`src/rtl/clk_div_prog_if.sv`:
```
// rtl/clk_div_prog_if.sv - control/status bundle for clk_div_prog (sync_in present with CLKDIV_SYNC_EN)
interface clk_div_prog_if #(
  parameter int CNT_W = 16
);
  logic             en;
  logic [CNT_W-1:0] div_in;
  logic             div_load;
`ifdef CLKDIV_SYNC_EN
  logic             sync_in;
`endif
  logic             div_ack;
  logic             err_div;
  logic [CNT_W-1:0] div_cur;
  logic             clk_out;
  logic             tick;

  // Requester side: drives enable and divisor loads, observes status.
  modport master (
    output en, div_in, div_load,
`ifdef CLKDIV_SYNC_EN
    output sync_in,
`endif
    input  div_ack, err_div, div_cur, clk_out, tick
  );

  // Divider side.
  modport slave (
    input  en, div_in, div_load,
`ifdef CLKDIV_SYNC_EN
    input  sync_in,
`endif
    output div_ack, err_div, div_cur, clk_out, tick
  );
endinterface

```
`src/rtl/clk_div_prog.sv`:
```
// rtl/clk_div_prog.sv - runtime-programmable glitch-free clock divider; optional CLKDIV_SYNC_EN adds sync_in
module clk_div_prog #(
  parameter int CNT_W       = 16,
  parameter int DIV_DEFAULT = 54,
  parameter int DIV_MIN     = 2
) (
  input  logic            clk27m_i,
  input  logic            rst_i,
  clk_div_prog_if.slave   ctl_io
);

  logic [CNT_W-1:0] cnt_q, cnt_d;
  logic [CNT_W-1:0] div_cur_q, div_cur_d;
  logic [CNT_W-1:0] pend_q, pend_d;
  logic             pend_valid_q, pend_valid_d;
  logic             clk_out_q, clk_out_d;
  logic             tick_q, tick_d;
  logic             ack_q, ack_d;
  logic             err_q, err_d;

  logic             wrap;
  logic             force_bnd;
  logic             apply;
  logic             load_ok;
  logic [CNT_W-1:0] low_len;

  // Forced period boundary from the external sync pulse (only while counting).
`ifdef CLKDIV_SYNC_EN
  assign force_bnd = ctl_io.en & ctl_io.sync_in;
`else
  assign force_bnd = 1'b0;
`endif

  // Next-state: counter, divisor hand-over and registered outputs derived from cnt_d.
  always_comb begin
    wrap    = ctl_io.en && (cnt_q == div_cur_q - CNT_W'(1));
    // A pending divisor lands only at a period boundary, or immediately when stopped.
    apply   = pend_valid_q && (!ctl_io.en || wrap || force_bnd);
    load_ok = ctl_io.div_load && (ctl_io.div_in >= CNT_W'(DIV_MIN));
    err_d   = ctl_io.div_load && (ctl_io.div_in < CNT_W'(DIV_MIN));
    ack_d   = apply;

    div_cur_d    = apply ? pend_q : div_cur_q;
    pend_d       = load_ok ? ctl_io.div_in : pend_q;
    // A load arriving on the apply edge becomes the next pending value.
    pend_valid_d = load_ok || (pend_valid_q && !apply);

    if (!ctl_io.en) begin
      cnt_d = apply ? '0 : cnt_q;
    end else if (wrap || force_bnd) begin
      cnt_d = '0;
    end else begin
      cnt_d = cnt_q + CNT_W'(1);
    end

    // Low phase is the ceiling half, so odd divisors spend the extra cycle low.
    low_len   = div_cur_d - (div_cur_d >> 1);
    clk_out_d = (cnt_d >= low_len);
    tick_d    = ctl_io.en && (cnt_d == div_cur_d - CNT_W'(1));
  end

  // State register; reset restarts the period and drops any pending divisor.
  always_ff @(posedge clk27m_i) begin
    if (rst_i) begin
      cnt_q        <= '0;
      div_cur_q    <= CNT_W'(DIV_DEFAULT);
      pend_q       <= '0;
      pend_valid_q <= 1'b0;
      clk_out_q    <= 1'b0;
      tick_q       <= 1'b0;
      ack_q        <= 1'b0;
      err_q        <= 1'b0;
    end else begin
      cnt_q        <= cnt_d;
      div_cur_q    <= div_cur_d;
      pend_q       <= pend_d;
      pend_valid_q <= pend_valid_d;
      clk_out_q    <= clk_out_d;
      tick_q       <= tick_d;
      ack_q        <= ack_d;
      err_q        <= err_d;
    end
  end

  assign ctl_io.div_ack = ack_q;
  assign ctl_io.err_div = err_q;
  assign ctl_io.div_cur = div_cur_q;
  assign ctl_io.clk_out = clk_out_q;
  assign ctl_io.tick    = tick_q;

endmodule

```
`src/flat_wrapper.sv`:
```
// flat-port wrapper written by rule: the top's interface ports become plain ports
module clk_div_prog_flat 
#(
  parameter int CNT_W       = 16,
  parameter int DIV_DEFAULT = 54,
  parameter int DIV_MIN     = 2
)
  (clk27m_i, rst_i, ctl_io_en, ctl_io_div_in, ctl_io_div_load, ctl_io_div_ack, ctl_io_err_div, ctl_io_div_cur, ctl_io_clk_out, ctl_io_tick);
  clk_div_prog_if #(.CNT_W(CNT_W)) ctl_io_i ();
  input  logic clk27m_i;
  input  logic rst_i;
  input wire logic [$bits(ctl_io_i.en)-1:0] ctl_io_en;
  input wire logic [$bits(ctl_io_i.div_in)-1:0] ctl_io_div_in;
  input wire logic [$bits(ctl_io_i.div_load)-1:0] ctl_io_div_load;
  output wire logic [$bits(ctl_io_i.div_ack)-1:0] ctl_io_div_ack;
  output wire logic [$bits(ctl_io_i.err_div)-1:0] ctl_io_err_div;
  output wire logic [$bits(ctl_io_i.div_cur)-1:0] ctl_io_div_cur;
  output wire logic [$bits(ctl_io_i.clk_out)-1:0] ctl_io_clk_out;
  output wire logic [$bits(ctl_io_i.tick)-1:0] ctl_io_tick;
  assign ctl_io_i.en = ctl_io_en;
  assign ctl_io_i.div_in = ctl_io_div_in;
  assign ctl_io_i.div_load = ctl_io_div_load;
  assign ctl_io_div_ack = ctl_io_i.div_ack;
  assign ctl_io_err_div = ctl_io_i.err_div;
  assign ctl_io_div_cur = ctl_io_i.div_cur;
  assign ctl_io_clk_out = ctl_io_i.clk_out;
  assign ctl_io_tick = ctl_io_i.tick;
  clk_div_prog #(.CNT_W(CNT_W), .DIV_DEFAULT(DIV_DEFAULT), .DIV_MIN(DIV_MIN)) u_core (.clk27m_i(clk27m_i), .rst_i(rst_i), .ctl_io(ctl_io_i));
endmodule
```
`config.mk`:
```
export PLATFORM = sky130hd
export DESIGN_NAME = clk_div_prog_flat
export DESIGN_NICKNAME = d
export VERILOG_FILES = /design/src/rtl/clk_div_prog_if.sv /design/src/rtl/clk_div_prog.sv /design/src/flat_wrapper.sv
export SDC_FILE = /design/constraint.sdc
export NUM_CORES = 1
export LEC_CHECK = 0
export BUFFER_PORTS_ARGS = -buffer_cell sky130_fd_sc_hd__buf_2
export CORE_MARGIN = 4
export CORE_UTILIZATION = 30
export CTS_BUF_LIST = sky130_fd_sc_hd__clkbuf_4
export DETAILED_ROUTE_END_ITERATION = 7
export GPL_TIMING_DRIVEN = 0
export HOLD_SLACK_MARGIN = 0.15
export SLEW_MARGIN = 0
export SYNTH_ARGS = -nofsm -noshare
export SYNTH_HDL_FRONTEND = slang
export SYNTH_SLANG_ARGS = --single-unit
```
`constraint.sdc`:
```
create_clock -name clk27m_i -period 8 [get_ports clk27m_i]
set_clock_uncertainty 0.2 [all_clocks]
set_input_delay 1.2 -clock clk27m_i [delete_from_list [all_inputs] [get_ports clk27m_i]]
set_output_delay 1.2 -clock clk27m_i [all_outputs]
set_load 0.01 [all_outputs]
```
==> impl_metrics.sql <==
INSERT INTO impl_metrics (metric_group, metric, value, unit) VALUES
('status', 'run_status', 'complete, no violations', ''),
('worst_setup_path', 'timing_worst_setup_path_type', 'register to register', ''),
('finish', 'post_route_cells_drive_above_1_share', '11.60', '%'),
('route', 'average_detailed_routed_wire_length_per_instance', '14.38', 'um'),
('clock_network', 'cts-hold-fix-buffers', '0', ''),
('synth', 'yosysUniqueCellTypes', '68', ''),
('synth', 'synth_warnings', '0', ''),
('sta', 'min_period_over_period', '82.28', '%'),
('synth', 'syn-cell-area', '4634', 'sq um'),
('finish', 'num-nets-final', '685', ''),
('grt', 'first_pass_grt_wire_length', '19220', 'um'),
('floorplan', 'die_area', '17500', 'sq um'),
('sta', 'setup_viol', '0', ''),
('synth', 'portion_of_synthesized_cell_area_occupied_by_the_leading_cell_type', '22.89', '%'),
('clock_network', 'tritoncts.num_buffers', '5', ''),
('synth', 'synth_area_per_cell', '8.188', 'sq um'),
('placed_design', 'place_inst', '792', ''),
('floorplan', 'ioPinCount', '40', ''),
('sta', 'whs', '268.7', 'ps'),
('power_and_ir_drop', 'cellPowerDensity', '116.1', 'nW/um^2'),
('worst_setup_path', 'critPathCaptureType', 'register', ''),
('placed_design', 'place.gp.congestion', '0.8269', ''),
('sta', 'rsz0062_at_grt', 'false', ''),
('finish', 'instances_no_fill', '801', ''),
('sta', 'slew-limit-headroom', '46.21', '%'),
('route', 'postRouteAntennaNets', '0', ''),
('grt', 'grt_max_degree', '16', ''),
('synth', 'synthesis.nets', '640', ''),
('floorplan', 'die_w', '132.3', 'um'),
('worst_setup_path', 'cp-start-kind', 'register', ''),
('route', 'drt-total-wl', '11520', 'um'),
('route', 'vias', '3955', ''),
('clock_network', 'tritoncts_clock_tree', 'yes', ''),
('power_and_ir_drop', 'peak_vdd_ir', '0.06235', 'mV'),
('route', 'detail_routed_via_count_per_cell', '4.938', ''),
('clock_network', 'htree_levels', '2', ''),
('power_and_ir_drop', 'finalPower', '593.6', 'uW'),
('synth', 'synth_enable_flop_cells', '0', ''),
('grt', 'grt_use_total', '13.37', '%'),
('worst_setup_path', 'path_common_cell', 'sky130_fd_sc_hd__ha_1', ''),
('synth', 'ys_seq_area_share', '22.89', '%'),
('clock_network', 'clk_latency', '390', 'ps'),
('synth', 'synth_area_leader_cell', 'sky130_fd_sc_hd__dfxtp_1', ''),
('worst_setup_path', 'r2r_cells', '24', ''),
('worst_setup_path', 'r2r_setup_slack', '1420', 'ps'),
('placed_design', 'count_of_input_and_output_buffers', '38', ''),
('clock_network', 'cts_setup_buffers', '0', ''),
('clock_network', 'post_cts_resized', '0', ''),
('floorplan', 'coreArea', '15150', 'sq um'),
('finish', 'syn2layout_area_growth', '10.31', '%'),
('synth', 'synth_cells', '566', ''),
('clock_network', 'cts-root-to-sink-buffers', '2', ''),
('sta', 'timing.final.hold_violations', '0', ''),
('worst_setup_path', 'cp_slowest_cell', 'sky130_fd_sc_hd__or4b_1', ''),
('worst_setup_path', 'timing.critical_path.arrival', '6640', 'ps'),
('placed_design', 'hpwl', '9544', 'um'),
('power_and_ir_drop', 'p_leak', '2.338', 'nW'),
('run', 'drv_cap', '0', ''),
('clock_network', 'clkTransAtPathRegs', '160', 'ps'),
('route', 'drt_first_pass_iters', '5', ''),
('grt', 'grt_antenna_before_repair', '1', ''),
('worst_setup_path', 'worstPathMaxFanout', '10', ''),
('worst_setup_path', 'worstPathRequired', '8060', 'ps'),
('sta', 'min_period', '6582', 'ps'),
('sta', 'finalMaxSlewViolations', '0', ''),
('sta', 'tightest_slew', '784.4', 'ps'),
('floorplan', 'fp-row-count', '45', ''),
('grt', 'grt_pass1_vias', '3796', ''),
('synth', 'asyncSetResetFlopFracSynth', '0', '%'),
('sta', 'setup-tns-final', '0', 'ps'),
('floorplan', 'floorplan.initialDensity', '30.60', '%');
-- report_power, final --
group | internal (mW) | leakage (nW) | switching (mW)
Sequential | 0.272 | 0.432 | 0.0100
Clock | 0.0321 | 0.0301 | 0.0860
Combinational | 0.0877 | 1.88 | 0.106
-- per-layer routing --
layer	routed length, um	global-route usage [%]	vias up
li1	-	-	2062
met1	5530	18.60	1810
met4	145	3.637	0
met2	5315	22.18	73
met5	0	0	-
met3	525	1.260	10
-- final timing paths --
path                                             from                               end
setup reg to reg  u_core.ctl_io.div_cur[0]$_SDFF_PP0_  u_core.ctl_io.clk_out$_SDFF_PP0_
hold / removal          u_core.pend_q[9]$_SDFFE_PP0P_     u_core.pend_q[9]$_SDFFE_PP0P_
hold reg to reg         u_core.pend_q[9]$_SDFFE_PP0P_     u_core.pend_q[9]$_SDFFE_PP0P_
setup / recovery  u_core.ctl_io.div_cur[0]$_SDFF_PP0_  u_core.ctl_io.clk_out$_SDFF_PP0_
-- cells in the final DEF, fill, tap and decap left out, types with 11 or more instances in the layout --
master / instances
sky130_fd_sc_hd__a21o_1: 11
sky130_fd_sc_hd__a21oi_1: 32
sky130_fd_sc_hd__buf_2: 40
sky130_fd_sc_hd__clkbuf_1: 13
sky130_fd_sc_hd__dfxtp_1: 53
sky130_fd_sc_hd__ha_1: 53
sky130_fd_sc_hd__inv_1: 41
sky130_fd_sc_hd__mux2i_1: 20
sky130_fd_sc_hd__nand2_1: 46
sky130_fd_sc_hd__nand2b_1: 11
sky130_fd_sc_hd__nor2_1: 52
sky130_fd_sc_hd__nor3_1: 18
sky130_fd_sc_hd__o21ai_0: 16
sky130_fd_sc_hd__o21ai_1: 11
sky130_fd_sc_hd__xnor2_1: 52
sky130_fd_sc_hd__xor2_1: 13
-- critical path, delay by kind of cell, from the launching register on --
family | cells | cell delay [ps]
muxes | 2 | 780
xor gates and xnor gates | 1 | 160
and+or+nand+nor | 4 | 850
AOI/OAI and AO/OA | 11 | 2620
adders and majority gates | 3 | 870
DFF | 1 | 450
buffers and inverters | 3 | 540
-- flip-flops by register name, indices dropped and copies added, names as in the netlist --
register / count
u_core.ctl_io.div_cur: 16
u_core.pend_q: 16
u_core.ctl_io.div_ack: 1
u_core.ctl_io.tick: 1
u_core.pend_valid_q: 1
u_core.ctl_io.err_div: 1
u_core.ctl_io.clk_out: 1
u_core.cnt_q: 16
-- kinds of logic after synthesis --
kind of cell | Yosys count | share of synthesized area (%)
simple gates | 193 | 21.27
flops | 53 | 22.89
buf+inv | 61 | 5.562
mux | 27 | 6.911
xor+xnor | 65 | 12.28
compound gates | 113 | 16.33
fa+ha+maj | 54 | 14.74
-- cell usage after synthesis, types with 6 or more instances --
cell type / n
sky130_fd_sc_hd__a211oi_1: 6
sky130_fd_sc_hd__a21o_1: 11
sky130_fd_sc_hd__a21oi_1: 32
sky130_fd_sc_hd__and3_1: 7
sky130_fd_sc_hd__clkbuf_1: 13
sky130_fd_sc_hd__dfxtp_1: 53
sky130_fd_sc_hd__ha_1: 53
sky130_fd_sc_hd__inv_1: 41
sky130_fd_sc_hd__mux2i_1: 20
sky130_fd_sc_hd__nand2_1: 46
sky130_fd_sc_hd__nand2b_1: 11
sky130_fd_sc_hd__nand3_1: 9
sky130_fd_sc_hd__nand4_1: 7
sky130_fd_sc_hd__nor2_1: 52
sky130_fd_sc_hd__nor2b_1: 9
sky130_fd_sc_hd__nor3_1: 18
sky130_fd_sc_hd__nor3b_1: 6
sky130_fd_sc_hd__nor4_1: 7
sky130_fd_sc_hd__o21ai_0: 16
sky130_fd_sc_hd__o21ai_1: 11
sky130_fd_sc_hd__xnor2_1: 52
sky130_fd_sc_hd__xor2_1: 13
-- cell type report --
class	instances	area (sq um)
diodes	1	2.502
plain buffers	20	103.9
clock buffers	5	37.54
clock inverters	3	12.51
fillers	1592	10030
inverters	41	153.9
multi-input cells	452	3316
flip-flops and latches	53	1061
well taps	188	235.2
repair buffers	38	190.2
-- through the flow --
stage,utilization [%],area [sq um],worst slack [ps]
after global placement,33.41,5060,1368
after floorplan,-,4634,2325
after detailed placement,33.41,5060,1443
after global routing,33.75,5112,864.4
final,33.75,5112,1418
after CTS,33.74,5110,1400
(Power assumes the default switching activity.)
